[src/rtl/seg7_pkg.sv]
// Shared types and the hex-to-segment decode table for the 7-segment path.
package seg7_pkg;

  typedef logic [6:0] seg_t;

  // All segments dark (active-low).
  localparam seg_t SEG_OFF = 7'h7F;

  // Active-low segment pattern {CA,CB,CC,CD,CE,CF,CG} for one hex nibble.
  function automatic seg_t hex2seg(input logic [3:0] nibble);
    seg_t seg;
    case (nibble)
      4'h0:    seg = 7'b0000001;
      4'h1:    seg = 7'b1001111;
      4'h2:    seg = 7'b0010010;
      4'h3:    seg = 7'b0000110;
      4'h4:    seg = 7'b1001100;
      4'h5:    seg = 7'b0100100;
      4'h6:    seg = 7'b0100000;
      4'h7:    seg = 7'b0001111;
      4'h8:    seg = 7'b0000000;
      4'h9:    seg = 7'b0000100;
      4'hA:    seg = 7'b0001000;
      4'hB:    seg = 7'b1100000;
      4'hC:    seg = 7'b0110001;
      4'hD:    seg = 7'b1000010;
      4'hE:    seg = 7'b0110000;
      4'hF:    seg = 7'b0111000;
      default: seg = SEG_OFF;
    endcase
    return seg;
  endfunction

endpackage

[src/rtl/seg7_decode.sv]
// Combinational nibble-to-segment decoder, shared with the sign/text path.
module seg7_decode
  import seg7_pkg::*;
(
  input  logic [3:0] nibble_i,
  output seg_t       seg_o
);

  // Pure table lookup.
  always_comb begin
    seg_o = hex2seg(nibble_i);
  end

endmodule

[src/rtl/seg7_scan_ctrl.sv]
// Eight-digit common-anode 7-segment scanner with frame-synchronous
// double buffering, per-slot blanking and leading-zero suppression.
module seg7_scan_ctrl
  import seg7_pkg::*;
#(
  parameter int CLK_FREQ_HZ  = 50000000,
  parameter int DIGIT_HZ     = 1000,
  parameter int BLANK_CYCLES = 64,
  parameter int NUM_DIGITS   = 8
)
(
  input  logic        clk,
  input  logic        rstn,
  input  logic [31:0] i_value,
  input  logic [7:0]  i_dp,
  input  logic [7:0]  i_en,
  input  logic        i_lzb,
  input  logic        i_load,
  output logic        o_pending,
  output logic        o_frame_tick,
  output logic [7:0]  o_an,
  output seg_t        o_seg,
  output logic        o_dp
);

  localparam int PRESCALE = CLK_FREQ_HZ / DIGIT_HZ;
  localparam int CNT_W    = (PRESCALE > 1) ? $clog2(PRESCALE) : 1;
  localparam logic [CNT_W-1:0] CNT_LAST  = CNT_W'(PRESCALE - 1);
  localparam logic [CNT_W-1:0] CNT_BLANK = CNT_W'(BLANK_CYCLES);
  localparam logic [CNT_W-1:0] CNT_ONE   = CNT_W'(1);

  // The drive phase must be non-empty and the blank phase must exist.
  if (PRESCALE <= BLANK_CYCLES || BLANK_CYCLES < 1) begin : g_bad_timing
    $error("seg7_scan_ctrl: need 1 <= BLANK_CYCLES < CLK_FREQ_HZ/DIGIT_HZ");
  end

  // Index and buffer widths are tied to the eight-digit board.
  if (NUM_DIGITS != 8) begin : g_bad_digits
    $error("seg7_scan_ctrl: NUM_DIGITS must be 8");
  end

  logic [CNT_W-1:0] cnt_q, cnt_d;
  logic [2:0]       idx_q, idx_d;

  logic [31:0] sh_value_q, sh_value_d;
  logic [7:0]  sh_dp_q, sh_dp_d;
  logic [7:0]  sh_en_q, sh_en_d;
  logic        sh_lzb_q, sh_lzb_d;

  logic [31:0] dsp_value_q, dsp_value_d;
  logic [7:0]  dsp_dp_q, dsp_dp_d;
  logic [7:0]  dsp_en_q, dsp_en_d;
  logic        dsp_lzb_q, dsp_lzb_d;

  logic        pending_q, pending_d;

  logic [7:0]  an_q, an_d;
  seg_t        seg_q, seg_d;
  logic        dp_q, dp_d;

  logic        slot_end;
  logic        frame_end;
  logic [7:0]  lz_mask;
  logic [3:0]  cur_nib;
  seg_t        cur_seg;
  logic        suppressed;
  logic        in_blank;

  assign slot_end  = (cnt_q == CNT_LAST);
  assign frame_end = slot_end && (idx_q == 3'd7);

  // Prescaler and digit index; the index steps once per slot and wraps mod 8.
  always_comb begin
    cnt_d = cnt_q + CNT_ONE;
    idx_d = idx_q;
    if (slot_end) begin
      cnt_d = '0;
      idx_d = idx_q + 3'd1;
    end
  end

  // Shadow capture and frame-boundary swap. A load on the boundary cycle
  // wins: it refreshes the shadow and keeps the swap for the next frame.
  always_comb begin
    sh_value_d  = sh_value_q;
    sh_dp_d     = sh_dp_q;
    sh_en_d     = sh_en_q;
    sh_lzb_d    = sh_lzb_q;
    dsp_value_d = dsp_value_q;
    dsp_dp_d    = dsp_dp_q;
    dsp_en_d    = dsp_en_q;
    dsp_lzb_d   = dsp_lzb_q;
    pending_d   = pending_q;
    if (i_load) begin
      sh_value_d = i_value;
      sh_dp_d    = i_dp;
      sh_en_d    = i_en;
      sh_lzb_d   = i_lzb;
      pending_d  = 1'b1;
    end else if (frame_end && pending_q) begin
      dsp_value_d = sh_value_q;
      dsp_dp_d    = sh_dp_q;
      dsp_en_d    = sh_en_q;
      dsp_lzb_d   = sh_lzb_q;
      pending_d   = 1'b0;
    end
  end

  // Leading-zero mask: digit k is a leading zero when it and every higher
  // nibble are zero. Digit 0 always shows so a zero value reads "0".
  always_comb begin
    logic zero_above;
    zero_above = 1'b1;
    lz_mask    = '0;
    for (int k = NUM_DIGITS - 1; k >= 1; k--) begin
      zero_above = zero_above & (dsp_value_q[4*k +: 4] == 4'h0);
      lz_mask[k] = zero_above;
    end
  end

  assign cur_nib = dsp_value_q[{idx_q, 2'b00} +: 4];

  seg7_decode u_decode (
    .nibble_i (cur_nib),
    .seg_o    (cur_seg)
  );

  assign suppressed = !dsp_en_q[idx_q] || (dsp_lzb_q && lz_mask[idx_q]);
  assign in_blank   = (cnt_q < CNT_BLANK);

  // Pin values for the current slot phase; registered below so the pins
  // lag the count/index state by one cycle and never glitch.
  always_comb begin
    an_d  = 8'hFF;
    seg_d = SEG_OFF;
    dp_d  = 1'b1;
    if (!in_blank && !suppressed) begin
      an_d  = ~(8'b1 << idx_q);
      seg_d = cur_seg;
      dp_d  = ~dsp_dp_q[idx_q];
    end
  end

  // State and pin registers; reset darkens the display asynchronously.
  always_ff @(posedge clk or negedge rstn) begin
    if (!rstn) begin
      cnt_q       <= '0;
      idx_q       <= '0;
      sh_value_q  <= '0;
      sh_dp_q     <= '0;
      sh_en_q     <= '0;
      sh_lzb_q    <= 1'b0;
      dsp_value_q <= '0;
      dsp_dp_q    <= '0;
      dsp_en_q    <= '0;
      dsp_lzb_q   <= 1'b0;
      pending_q   <= 1'b0;
      an_q        <= 8'hFF;
      seg_q       <= SEG_OFF;
      dp_q        <= 1'b1;
    end else begin
      cnt_q       <= cnt_d;
      idx_q       <= idx_d;
      sh_value_q  <= sh_value_d;
      sh_dp_q     <= sh_dp_d;
      sh_en_q     <= sh_en_d;
      sh_lzb_q    <= sh_lzb_d;
      dsp_value_q <= dsp_value_d;
      dsp_dp_q    <= dsp_dp_d;
      dsp_en_q    <= dsp_en_d;
      dsp_lzb_q   <= dsp_lzb_d;
      pending_q   <= pending_d;
      an_q        <= an_d;
      seg_q       <= seg_d;
      dp_q        <= dp_d;
    end
  end

  assign o_pending    = pending_q;
  assign o_frame_tick = frame_end;
  assign o_an         = an_q;
  assign o_seg        = seg_q;
  assign o_dp         = dp_q;

endmodule

[config.mk]
export PLATFORM = sky130hd
export DESIGN_NAME = seg7_scan_ctrl
export DESIGN_NICKNAME = d
export VERILOG_FILES = /design/src/rtl/seg7_pkg.sv /design/src/rtl/seg7_decode.sv /design/src/rtl/seg7_scan_ctrl.sv
export SDC_FILE = /design/constraint.sdc
export NUM_CORES = 1
export LEC_CHECK = 0
export ABC_CLOCK_PERIOD_IN_PS = 2550
export BUFFER_PORTS_ARGS = -buffer_cell sky130_fd_sc_hd__buf_4
export CORE_ASPECT_RATIO = 1.25
export CORE_MARGIN = 2
export CORE_UTILIZATION = 40
export CTS_BUF_LIST = sky130_fd_sc_hd__clkbuf_2
export DETAILED_ROUTE_END_ITERATION = 10
export GPL_ROUTABILITY_DRIVEN = 0
export HOLD_SLACK_MARGIN = 0.05
export PLACE_DENSITY = 0.65
export SLEW_MARGIN = 20
export SYNTH_ARGS = -nofsm -noshare
export SYNTH_HDL_FRONTEND = slang
export SYNTH_HIERARCHICAL = 1
export SYNTH_SLANG_ARGS = --single-unit
[constraint.sdc]
create_clock -name clk -period 2.55 [get_ports clk]
set_input_delay 0.255 -clock clk [delete_from_list [all_inputs] [get_ports clk]]
set_output_delay 0.255 -clock clk [all_outputs]
set_load 0.02 [all_outputs]
## Yosys cells after proc, flatten, opt, wreduce, memory -nomap -nowiden

Memories as Yosys holds them, arrays and structs flattened.
Index checks and enable logic that the tools add are counted.

- Register bits: 134
- Latch bits: 0
- Bits in writable memories: 0
- Bits in read-only memories: 112
- Input port bits: 52
- Output and inout bits: 18
- Word-level logic and storage cells: 61
- Memories: 1

- Add/subtract/negate cells: 2
- Multipliers: 0
- Divide/modulo/power cells: 0
- Order comparisons: 2
- Eq/ne operators: 2
- Shifts and indexed selects: 2
- Mux-type cells: 12
- Bitwise operators: 9
- Reduce and logical (&&, ||, !) cells: 17

Memories:

| name | words | width | rd ports | clocked after Yosys merged registers in | write ports | line | RTL |
|---|---|---|---|---|---|---|---|
| (no name shown) | 16 | 7 | 1 | 0 | 0 | seg7_pkg.sv:12 | `case (nibble)` |

Operators by type and width:

| operator | count |
|---|---|
| indexed part select 32 x 6 -> 4 bit | 1 |
| logical NOT 4 bit | 7 |
| adder 16 x 1 -> 16 bit, second input constant | 1 |
| == test 16 bit, second input constant | 1 |
| < comparator 16 x 7 -> 1 bit, second input constant | 1 |
| 2-to-1 mux 16 bit | 1 |
| binary-select mux 1 bit (select 3 bit) | 3 |
| 2-to-1 mux 8 bit | 1 |
| inverter 8 bit | 1 |
| left shift 1 x 3 -> 8 bit, first input constant | 1 |
| 2-to-1 mux 7 bit | 1 |
| AND 1 bit | 6 |
| 2-to-1 mux 1 bit | 6 |
| logical AND 1 bit | 4 |
| < comparator 3 x 4 -> 1 bit, second input constant | 1 |
| adder 3 x 1 -> 3 bit, second input constant | 1 |
| == test 3 bit, second input constant | 1 |
| logical NOT 1 bit | 3 |
| inverter 1 bit | 2 |
| AND reduction 2 bit | 1 |
| nonzero test 2 bit | 1 |
| logical OR 1 bit | 1 |

## Longest topological paths before layout

Gate-level depths: netlist (run 1).

- Word-level depth: 14
- Mapped depth: 11
- Depth with buffers taken out: 9

## Cells and area by module

Netlist (run 1), hierarchy kept.

Modules (own cells, without submodules):

| module | times used | cells each | area each (um^2) | sequential area each (um^2) |
|---|---|---|---|---|
| seg7_scan_ctrl | 1 | 387 | 5,674.2 | 3,373.2 |
| seg7_decode | 1 | 32 | 274.0 | 0.0 |

## Worst setup path before layout (run 1)

No wires, ideal clock.

- Path type: flip-flop to flip-flop
- From: register idx_q[0]
- To: register seg_q[3] (netlist: o_seg[3])
- Setup time: 0.093 ns
- Arrival time: 2.387 ns
- Required time: 2.457 ns
- Setup slack: 0.069 ns
- Cell stages (with the launch flop): 10
- Buffers on the path: 1
- Period minus slack after synthesis: 2.481 ns
- Cell sequence: dfrtp_1 buf_2 mux4_2 nand2_1 nand2_1 inv_1 ha_1 inv_1 mux4_2 nand3b_1

- Elaborated cells between the ends (all ways): 12
- Classes of those cells: 1 x shift; 5 x mux; 5 x reduce/logical; 1 x memory

RTL lines:

| element | line | RTL |
|---|---|---|
| start: declaration | seg7_scan_ctrl.sv:43 | `logic [2:0] idx_q, idx_d;` |
| start signal: assignment | seg7_scan_ctrl.sv:163 | `idx_q <= idx_d;` |
| indexed part select 32 x 6 -> 4 bit | seg7_scan_ctrl.sv:121 | `assign cur_nib = dsp_value_q[{idx_q, 2'b00} +: 4];` |
| via cur_nib[0] | seg7_scan_ctrl.sv:64 | `logic [3:0] cur_nib;` |
| memory (16 x 7 bit) | n/a |  |
| via cur_seg[3] | seg7_scan_ctrl.sv:65 | `seg_t cur_seg;` |
| 2-to-1 mux 7 bit | seg7_scan_ctrl.sv:137 | `if (!in_blank && !suppressed) begin` |
| via seg_d[3] | seg7_scan_ctrl.sv:58 | `seg_t seg_q, seg_d;` |
| end signal: assignment | seg7_scan_ctrl.sv:174 | `seg_q <= seg_d;` |
| end: declaration | seg7_scan_ctrl.sv:58 |  |

The timed path passes the listed nets, and every way through them passes these cells. The select of a mux whose other input is x is not followed.
A chain may end at the register's enable or synchronous reset.

## Worst setup path in the final report (run 1)

- From: register idx_q[0]
- To: register seg_q[0] (netlist: o_seg[0])

Same word-level chain as after synthesis.

==> results list, run 1 <==
- Total Routing Usage GR: 0.159
- For this configuration, the core starts out at a cell density of 0.411.
- On the critical path the largest part of the delay comes from multiplexers.
- During placement, the flow inserted port buffers numbering 69.
* Iteration count of the initial detailed-routing pass: 8
- Hpwl dp: 8080 um
* Worst setup margin: 0.189 ns
- The final reports fail on design-rule violations.
* Post-Synthesis Cells: 419
- After synthesis, the most frequently instantiated cells are 118 x sky130_fd_sc_hd__dfrtp_1, 90 x sky130_fd_sc_hd__mux2_2, 28 x sky130_fd_sc_hd__nand2_1, 18 x sky130_fd_sc_hd__nor2_1, 16 x sky130_fd_sc_hd__dfstp_2.
* Number of nets at the end of the flow: 633
- Total cell area at the placement stage: 0.00669 mm2
- Along the worst path, the maximum fanout reaches 12.
* Final ANT Viol Nets: 0
- Final setup violation count: 0
- The worst pin sits at a relative slew slack of 0.664.
* Count of distinct cell types in the synthesized netlist: 46
* Number of buffers and inverters on the critical path: 1
- In the synthesized netlist the async set-or-reset flop fraction comes to 1.00.
- Flop and latch count out of synthesis: 134
* Max stage delay on crit path: 0.51 ns
- Dividing the synthesized area by the synthesized cell count gives 14.2 um2.
- The flow ran to the end, but the final reports show violations.
- For this run, the number of Yosys warnings is 6.
* Overall die height: 140 um
* First-pass GRT wire length: 20000 um
- Most instantiated library cell after synthesis: sky130_fd_sc_hd__dfrtp_1
* Final-layout setup total negative slack: 0 ns
- Final critical delay including setup and external delays: 2.36 ns
* Initial antenna violation count: 1
- The detailed router placed 3805 vias in this run.
* Post-route DRC: 2
- CTS tree: yes
- The analysis attributes to cell leakage a power of 3.51 nW.
* Cell types with the largest area share after synthesis: sky130_fd_sc_hd__dfrtp_1 50%, sky130_fd_sc_hd__mux2_2 17%, sky130_fd_sc_hd__dfstp_2 7.1%, sky130_fd_sc_hd__mux4_2 4.9%, sky130_fd_sc_hd__ha_1 2.9%
- Timing would allow up to 424 MHz.
* Ratio of cells with drive above 1 in the final layout: 0.435
- Count of boundary I/O pins: 70
- Pre-CTS WS: 0.136 ns
* Post-synth EDFFs: 0
* Power density over the cells: 482 mW/mm2
* Slew @ Worst Pin: 0.504 ns
- The count of final max-slew check failures was 0.
- Sort of element at the end of the critical path: flop
- Proportion of synthesized chip area in sequential cells: 0.567
- The number of global-route vias before repair was 4061.
- The clock passes through at most 2 buffers.
- Number of buffers inserted during clock tree synthesis: 17
- Post-Route WL: 11800 um
- The total overflow left after global routing is 0.
- After detailed routing, the average wire length per cell comes to 15.5 um.
- Post-synth top area share: 0.496
* Portion of the clock cycle consumed by the worst path in the final layout: 0.926
- Summing all non-filler instances in the final layout gives an area of 0.00759 mm2.
- The clock drives 134 sinks.
- Crit start category: flop
- Clock input transition at the sequential cells of the worst setup and hold paths: 0.19 ns
- Syn-to-layout area delta: 27.6%
- Leading register cell type out of synthesis: sky130_fd_sc_hd__dfrtp_1
- H-Tree Level Count: 4
* Buffer type at the clock tree root: sky130_fd_sc_hd__clkbuf_2
- Worst Setup Path Type: flop to flop
* Worst min path class: primary input to async pin
- The detailed router finished its first iteration with 118 violations.
* Post-Route Skew: 0.0264 ns
- Via/cell ratio: 5.02
- Max-cap violations in this run came to 0.
- In this run the standard cell core region covers 0.0145 mm2.
- After floorplanning, the core was divided into 49 placement rows.
- Largest net degree at the start of global routing: 73
- Netlist area before placement: 0.00595 mm2
* Arrival time at the worst endpoint: 2.95 ns
* Full die area: 0.0159 mm2
* Filler Cells Inserted: 1242
- Die extent in x: 113 um
* Cell at the slowest stage of the critical path: sky130_fd_sc_hd__mux4_2
- Across the VDD grid, the largest voltage drop is 0.190 mV.
- Leading area contributor after synthesis: sky130_fd_sc_hd__dfrtp_1
- List of cells traversed by the critical path: buf_6 -> mux4_2 -> nand2_1 -> nand2_1 -> ha_1 -> mux2_2 -> a22o_1 -> nand3b_1
- The hold violation total from the final report came to 0.
- Clock latency at the later pin of the worst-skew pair: 0.65 ns
- Data required time of the worst path: 3.14 ns
* Post-synth net total: 485
- In this design, the critical path's most frequently occurring cell is sky130_fd_sc_hd__nand2_1.
## power breakdown
| group | internal [mW] | switching (mW) |
|---|---|---|
| Clock | 0.335 | 0.762 |
| Combinational | 0.207 | 0.104 |
| Sequential | 2.21 | 0.0459 |
| Total | 2.75 | 0.911 |
## cell families (layout without fill, tap and decap cells)
kind of cell | Yosys count | count (layout) | share of synthesized area
flops | 134 | 134 | 0.567
xor+xnor | 13 | 13 | 0.0191
fa+ha+maj | 14 | 14 | 0.0294
mux | 118 | 118 | 0.253
other cells | 0 | 1 | 0
simple gates | 93 | 93 | 0.0862
compound gates | 19 | 19 | 0.0223
buf+inv | 28 | 188 | 0.0225
## worst register-to-register path, delay by kind of cell, from the launching register on
kind | cells | cell delay (ns)
adders and majority gates | 1 | 0.31
AOI/OAI and AO/OA | 1 | 0.23
muxes | 2 | 0.79
and+or+nand+nor | 3 | 0.40
DFF | 1 | 0.40
buffers and inverters | 1 | 0.18
## flip-flops by register name, indices dropped and copies added (netlist names)
name / count
cnt_q: 16
sh_dp_q: 8
o_seg: 7
idx_q: 3
sh_lzb_q: 1
dsp_en_q: 8
dsp_lzb_q: 1
o_pending: 1
sh_en_q: 8
sh_value_q: 32
dsp_dp_q: 8
dsp_value_q: 32
o_dp: 1
o_an: 8
## final timing paths
path                                 startpoint                         end  cells past startpoint  slack [ns]
max                        idx_q[0]$_DFFE_PN0N_          o_seg[0]$_DFF_PN1_                      8        0.19
min                                        rstn     dsp_en_q[1]$_DFFE_PN0P_                      3        0.13
max reg2reg                idx_q[0]$_DFFE_PN0N_          o_seg[0]$_DFF_PN1_                      8        0.19
min reg2reg                  cnt_q[0]$_DFF_PN0_          cnt_q[0]$_DFF_PN0_                      1        0.48
max in group asynchronous                  rstn           o_an[5]$_DFF_PN1_                      3        1.95
min in group clk                    i_value[30]  sh_value_q[30]$_DFFE_PN0P_                      3        0.36
## cells in the final DEF (no fill, tap or decap), types with 4 or more instances in the layout
cell type	count
sky130_fd_sc_hd__buf_4	78
sky130_fd_sc_hd__xnor2_1	4
sky130_fd_sc_hd__and3_1	5
sky130_fd_sc_hd__clkinvlp_4	4
sky130_fd_sc_hd__mux2_4	10
sky130_fd_sc_hd__mux2i_1	5
sky130_fd_sc_hd__xor2_1	9
sky130_fd_sc_hd__nand3b_1	7
sky130_fd_sc_hd__nand3_1	7
sky130_fd_sc_hd__mux2_2	90
sky130_fd_sc_hd__clkinv_2	7
sky130_fd_sc_hd__clkbuf_2	17
sky130_fd_sc_hd__ha_1	14
sky130_fd_sc_hd__o21ai_0	4
sky130_fd_sc_hd__dfrtp_1	117
sky130_fd_sc_hd__nand4_1	4
sky130_fd_sc_hd__dfstp_2	16
sky130_fd_sc_hd__mux4_2	13
sky130_fd_sc_hd__nand2_1	28
sky130_fd_sc_hd__nor4_1	5
sky130_fd_sc_hd__inv_1	7
sky130_fd_sc_hd__nor2_1	18
sky130_fd_sc_hd__dlygate4sd3_1	67
## through the flow
stage           util  cells  power (mW)  hold WS (ns)
6_report       0.525    758        3.66         0.130
4_1_cts        0.523    756        3.72         0.102
3_3_place_gp   0.463    657        2.50         0.175
3_5_place_dp   0.463    657        2.50         0.177
2_1_floorplan      -    419        2.36       -0.0406
5_1_grt        0.525    758        3.87         0.108
## cell type report
type / instances / area, um2 / area share
flip-flops and latches: 134 / 3370 / 0.444
multi-input cells: 257 / 2450 / 0.323
repair buffers: 149 / 1310 / 0.173
well taps: 178 / 223 / 0.0293
clock inverters: 14 / 113 / 0.0148
clock buffers: 17 / 85.1 / 0.0112
inverters: 8 / 30.0 / 0.00396
diodes: 1 / 2.50 / 0.000330
## routing by layer
layer / global-route usage / vias to the layer above / share of wire / routed length, um
li1: - / 1806 / - / -
met1: 0.200 / 1903 / 0.44 / 5150
met2: 0.263 / 75 / 0.51 / 5970
met3: 0.0385 / 21 / 0.029 / 341
met4: 0.0635 / 0 / 0.025 / 298
met5: 0 / - / 0 / 0
## what timing repair did
action,4_1_cts,5_1_grt
buffers inserted,0,1
endpoints found under the hold margin,168,0
hold buffers,68,0
pin swaps,0,1
resized for setup,1,4
setup endpoints to repair,1,3
Power figures use the tool's default switching activity.
==> run 2: changes to the inputs <==
--- a/config.mk
+++ b/config.mk
@@ -9,12 +9,12 @@
 export BUFFER_PORTS_ARGS = -buffer_cell sky130_fd_sc_hd__buf_4
 export CORE_ASPECT_RATIO = 1.25
 export CORE_MARGIN = 2
-export CORE_UTILIZATION = 40
+export CORE_UTILIZATION = 50
 export CTS_BUF_LIST = sky130_fd_sc_hd__clkbuf_2
 export DETAILED_ROUTE_END_ITERATION = 10
 export GPL_ROUTABILITY_DRIVEN = 0
 export HOLD_SLACK_MARGIN = 0.05
-export PLACE_DENSITY = 0.65
+export PLACE_DENSITY = 0.77
 export SLEW_MARGIN = 20
 export SYNTH_ARGS = -nofsm -noshare
 export SYNTH_HDL_FRONTEND = slang
==> results list, run 2 (same netlist as run 1, synthesis figures left out) <==
* Number of core rows: 44
- Worst min path class: primary input to async pin
- Die extent in x: 102 um
- WL/cell: 15.8 um
- Entering global routing, the biggest net connects 52 pins.
* Ratio of cells with drive above 1 in the final layout: 0.425
- After detailed routing, the number of vias per cell comes to 5.18.
- Power density over the cells: 512 mW/mm2
- Leakage power: 3.54 nW
- The setup path with the least slack is of type flop to flop.
* Hpwl dp: 7870 um
* Count of boundary I/O pins: 70
- In the routed design, unresolved DRC markers number 0.
* Clock input transition at the sequential cells of the worst setup and hold paths: 0.19 ns
- Layout Utilization: 0.656
* Max-slew headroom at the worst pin: 0.606
* Largest registers ranked by flip-flop count: dsp_value_q x32, sh_value_q x32, cnt_q x16
* Crit start category: flop
- For this configuration, the core starts out at a cell density of 0.512.
- In this run the critical register-to-register path is launched from idx_q[0]$_DFFE_PN0N_.
- First-pass GRT wire length: 19700 um
* Post-Route WL: 11700 um
- Number of pins exceeding their max-slew limit in the final report: 0
- Syn-to-layout area delta: 28.0%
- Post-Route Skew: 0.0338 ns
- The worst path in the final design needs a cycle of 2.39 ns, including I/O delays and setup.
- Slew @ Worst Pin: 0.588 ns
* Most frequent cells in the layout: 117 x sky130_fd_sc_hd__dfrtp_1, 90 x sky130_fd_sc_hd__mux2_2, 80 x sky130_fd_sc_hd__buf_4
* Sort of element at the end of the critical path: flop
* Total Routing Usage GR: 0.199
- Iter 0 DRT Violations: 165
* Clock latency at the later pin of the worst-skew pair: 0.67 ns
- Via count: 3839
- Maximum clock frequency: 419 MHz
- The run finished with clean final reports.
- The detail route stage leaves a number of antenna-violating nets equal to 0.
* Area of the multi-input gates: 0.00245 mm2
* H-Tree Level Count: 4
- VDD sags by at most 0.357 mV.
- Worst hold margin: 0.102 ns
* Register Area: 0.00337 mm2
- The clock passes through at most 2 buffers.
- Count of clock tree sinks: 134
- Total Power Consumption: 3.90 mW
* Final-layout setup total negative slack: 0 ns
- Filler Cells Inserted: 835
- Along the worst path, the maximum fanout reaches 12.
- Portion of the clock cycle consumed by the worst path in the final layout: 0.937
* Global route overflow: 0
- The tool flagged a number of max-cap violations equal to 0.
- The tree is rooted in a sky130_fd_sc_hd__clkbuf_2.
- Buffers inserted during clock tree synthesis total 17.
- Leaving out fill and tap cells, the most frequent cell in the layout is sky130_fd_sc_hd__dfrtp_1.
- CORE AREA: 0.0116 mm2
- Setup repair after global routing missed its margin: no
- Number of nets at the end of the flow: 634
- At the worst endpoint, the arrival time is 2.98 ns.
- Full die area: 0.0128 mm2
- CTS tree: yes
- Measured along the y axis, the die boundary spans 126 um.
* Vias in the first global route: 4017
* Worst reg-to-reg path cell count: 9
- Data on the critical path is required at its endpoint by 3.14 ns.
- The hold violation total from the final report came to 0.
- In this run the tool buffered the top-level ports with 69 buffer cells.
* Worst reg2reg endpoint: o_seg[3]$_DFF_PN1_
- Final setup violation count: 0
- The initial antenna violation count was 1.
* R2R setup slack: 0.16 ns
- For this run, the detailed router's first-pass iteration total came to 4.
[run 2: cell count changes in the layout (fill, tap and decap cells not counted), moves of 2 or more]
cell,change
sky130_fd_sc_hd__buf_4,+2
sky130_fd_sc_hd__bufinv_16,+3
sky130_fd_sc_hd__clkinv_1,+4
sky130_fd_sc_hd__clkinv_2,-5
sky130_fd_sc_hd__clkinvlp_4,-3
[run 2: worst max-delay path by stage]
stage	startpoint	end	slack, ns	cells past startpoint
2_1_floorplan	idx_q[0]$_DFFE_PN0N_	o_seg[3]$_DFF_PN1_	0.07	9
3_3_place_gp	idx_q[0]$_DFFE_PN0N_	o_seg[3]$_DFF_PN1_	0.24	9
3_5_place_dp	idx_q[0]$_DFFE_PN0N_	o_seg[3]$_DFF_PN1_	0.12	9
4_1_cts	idx_q[1]$_DFFE_PN0N_	o_frame_tick	0.08	5
5_1_grt	cnt_q[0]$_DFF_PN0_	o_frame_tick	0.004	6
6_report	idx_q[0]$_DFFE_PN0N_	o_seg[3]$_DFF_PN1_	0.16	9
[run 2: layer usage]
metal | global-route usage | share of wire | wire length, um
met5 | 0 | 0 | 0
met2 | 0.331 | 0.52 | 6080
met3 | 0.0477 | 0.030 | 348
met1 | 0.253 | 0.43 | 5080
met4 | 0.0707 | 0.020 | 235
[run 2: layout make-up]
| class | count | area share |
|---|---|---|
| tap | 161 | 0.0265 |
| clock buffer | 18 | 0.0118 |
| sequential | 134 | 0.443 |
| inverter | 8 | 0.00394 |
| clock inverter | 12 | 0.0212 |
| antenna | 1 | 0.000329 |
| multi-input combinational | 257 | 0.321 |
| timing repair buffer | 150 | 0.172 |
[run 2: per-stage QoR]
stage | cell area [um2] | std cells | setup WS [ns]
6_report | 7610 | 741 | 0.161
2_1_floorplan | 5950 | 419 | 0.0695
3_3_place_gp | 6670 | 641 | 0.239
3_5_place_dp | 6670 | 641 | 0.122
4_1_cts | 7600 | 739 | 0.0834
5_1_grt | 7610 | 741 | 0.00370
[run 2: report_power, final]
group,internal [mW],switching [mW]
registers,2.21,0.0475
logic,0.208,0.107
clock network,0.623,0.710
total,3.04,0.865
[run 2: worst max-delay path: stages, from the launching register on]
cell and delay [ns]:
sky130_fd_sc_hd__dfrtp_1 0.39, sky130_fd_sc_hd__buf_6 0.18, sky130_fd_sc_hd__mux4_2 0.50, sky130_fd_sc_hd__nand2_1 0.08, sky130_fd_sc_hd__nand2_1 0.17, sky130_fd_sc_hd__inv_1 0.18, sky130_fd_sc_hd__ha_1 0.16, sky130_fd_sc_hd__inv_1 0.05
sky130_fd_sc_hd__mux4_2 0.45, sky130_fd_sc_hd__nand3b_1 0.16
[run 2: timing repair]
action,CTS,global route
gates resized for setup,0,3
hold buffers,68,0
endpoints found under the setup margin,0,3
setup buffers,0,1
endpoints found under the hold margin,184,0
==> run 3: changes to the inputs <==
--- a/config.mk
+++ b/config.mk
@@ -14,7 +14,7 @@
 export DETAILED_ROUTE_END_ITERATION = 10
 export GPL_ROUTABILITY_DRIVEN = 0
 export HOLD_SLACK_MARGIN = 0.05
-export PLACE_DENSITY = 0.77
+export PLACE_DENSITY_LB_ADDON = 0.3
 export SLEW_MARGIN = 20
 export SYNTH_ARGS = -nofsm -noshare
 export SYNTH_HDL_FRONTEND = slang
==> results list, run 3 (same netlist as run 1, synthesis figures left out) <==
- Run status: completed
- Sort of element at the end of the critical path: flop
* Part of the power in registers: 0.567
* Worst min path class: primary input to async pin
- Counting tap cells, the placed design contains a total of 641 instances.
- Logic pwr share: 0.081
- Final standard cell area without fillers: 0.00768 mm2
- Maximum clock frequency: 418 MHz
- In the final layout, the registers with the most flip-flops are dsp_value_q x32, sh_value_q x32, cnt_q x16.
- The core region is 0.0116 mm2.
- The layout has 845 filler cells.
- The library cell used most frequently in the layout, excluding fill and tap cells, is sky130_fd_sc_hd__dfrtp_1.
- Via count: 3803
* Maximum buffer depth of the clock tree: 2
- The total overflow left after global routing is 0.
- The worst register-to-register path has a depth of 9.
* Data required time of the worst path: 3.15 ns
- Leakage power: 3.56 nW
- Count of boundary I/O pins: 70
* Total cell area at the placement stage: 0.00668 mm2
- Clock power frac: 0.352
* Internal power: 3.05 mW
- The H-tree was split into 4 levels.
- Max stage delay on crit path: 0.51 ns
- The largest individual stage delay along the critical path comes from the cell sky130_fd_sc_hd__mux4_2.
* CTS tree: yes
- At the worst endpoint, the arrival time is 2.99 ns.
- Area of the multi-input gates: 0.00245 mm2
- Number of nets at the end of the flow: 637
- Iteration count of the initial detailed-routing pass: 4
- Entering global routing, the biggest net connects 57 pins.
* Die extent in x: 102 um
- Overall die height: 126 um
- WL/cell: 15.9 um
- After the flow finishes, the layout carries non-filler instances totaling 745.
* Post-Route Skew: 0.0178 ns
- Total Routing Usage GR: 0.203
- In this run the power spent charging and discharging nets is 915 uW.
- IO Port Bufs: 69
- Crit start category: flop
- Buffer type at the clock tree root: sky130_fd_sc_hd__clkbuf_2
* Most frequent cells in the layout: 117 x sky130_fd_sc_hd__dfrtp_1, 90 x sky130_fd_sc_hd__mux2_2, 79 x sky130_fd_sc_hd__buf_4
* List of cells traversed by the critical path: buf_6 -> mux4_2 -> nand2_1 -> nand2_1 -> inv_1 -> ha_1 -> inv_1 -> mux4_2 -> nand3b_1
- First-pass GRT wire length: 20100 um
- Number of buffers inserted during clock tree synthesis: 17
- Max-slew headroom at the worst pin: 0.570
- Maximum fanout along the worst path: 11
- Number of maximum-capacitance constraint violations: 0
* Final setup violation count: 0
* Post-Route WL: 11800 um
- The detail route stage leaves a number of antenna-violating nets equal to 0.
- Dividing total power by cell area gives a power density of 516 mW/mm2.
* Syn-to-layout area delta: 29.2%
- The count of final max-slew check failures came to 0.
* Initial antenna violation count: 0
- Clock input transition at the sequential cells of the worst setup and hold paths: 0.19 ns
* Register Area: 0.00337 mm2
- Overall power consumption after layout is estimated at 3.97 mW.
- Iter 0 DRT Violations: 148
* Vias in the first global route: 4114
- After layout, the worst setup slack is 0.156 ns.
* Worst hold margin: 0.111 ns
- Counting I/O delays and the setup requirement, the final critical path takes 2.39 ns.
* Portion of the clock cycle consumed by the worst path in the final layout: 0.939
- Full die area: 0.0128 mm2
- Of the total power, the share spent switching nets is 0.231.
- Pre-CTS WS: 0.150 ns
- 0 antenna diodes ended up in the layout.
* Worst Setup Path Type: flop to flop
- Number of core rows: 44
- Maximum vdd drop: 0.336 mV
* Ratio of cells with drive above 1 in the final layout: 0.426
* Post-route DRC: 0
- The clock drives 134 sinks.
- Slew @ Worst Pin: 0.642 ns
* Hpwl dp: 7810 um
* Via/cell ratio: 5.10
- Starting density of the core: 0.512
- At the later pin of the worst-skew pair, clock insertion delay measures 0.67 ns.
* Final Hold Fails: 0
run 3: cell count changes in the layout (fill, tap and decap cells not counted), sizes merged:
| cell | change |
|---|---|
| dlygate4sd3 | +4 |
| clkinvlp | +2 |
| buf | -1 |
| clkbuf | -1 |
| clkinv | +1 |
| diode | -1 |
run 3: per-layer routing:
layer  share of wire  vias up  wire length [um]  global-route usage
met1            0.43     1905              5140               0.263
met2            0.52       77              6140               0.335
met3           0.031       18               372              0.0472
li1                -     1803                 -                   -
met5               0        -                 0                   0
met4           0.017        0               199              0.0684
run 3: worst max-delay path, delay by kind of cell, from the launching register on:
family | cells | cell delay, ns
flip-flops | 1 | 0.41
multiplexers | 2 | 0.96
adder cells (fa/ha/maj) | 1 | 0.15
buffers and inverters | 3 | 0.41
AND/OR/NAND/NOR | 3 | 0.40
run 3: layout make-up:
class                      count  share of cell area
multi-input combinational    257               0.319
inverter                       8             0.00391
timing repair buffer         153               0.176
clock inverter                15              0.0243
tap                          161              0.0262
clock buffer                  17              0.0111
sequential                   134               0.439
run 3: path summary, 6_finish.rpt:
check	end	from	slack, ns
worst max-delay path	o_seg[3]$_DFF_PN1_	idx_q[0]$_DFFE_PN0N_	0.16
max in group asynchronous	o_seg[5]$_DFF_PN1_	rstn	1.68
min in group clk	sh_value_q[9]$_DFFE_PN0P_	i_value[9]	0.34
worst min register to register	cnt_q[0]$_DFF_PN0_	cnt_q[0]$_DFF_PN0_	0.48
worst max register to register	o_seg[3]$_DFF_PN1_	idx_q[0]$_DFFE_PN0N_	0.16
worst min-delay path	cnt_q[11]$_DFF_PN0_	rstn	0.11
run 3: repair_timing:
item,CTS,global route
endpoints found under the hold margin,168,0
setup buffers,0,1
hold buffers,71,0
pin swaps,0,0
cloned,0,0
setup endpoints to repair,1,2
resized for setup,1,3
run 3: metrics by stage:
stage / TNS (ns) / utilization
after global routing: -0.0296 / 0.661
after global placement: 0 / 0.575
after floorplan: 0 / -
final: 0 / 0.661
after detailed placement: 0 / 0.575
after CTS: 0 / 0.660
run 3: power groups by stage:
| stage | Sequential [mW] | Clock (mW) | Combinational, mW |
|---|---|---|---|
| 2_1_floorplan | 2.27 | 0 | 0.0959 |
| 4_1_cts | 2.25 | 1.44 | 0.321 |
| 3_3_place_gp | 2.29 | 0 | 0.206 |
| 6_report | 2.25 | 1.39 | 0.321 |
| 3_5_place_dp | 2.29 | 0 | 0.214 |
| 5_1_grt | 2.26 | 1.54 | 0.353 |
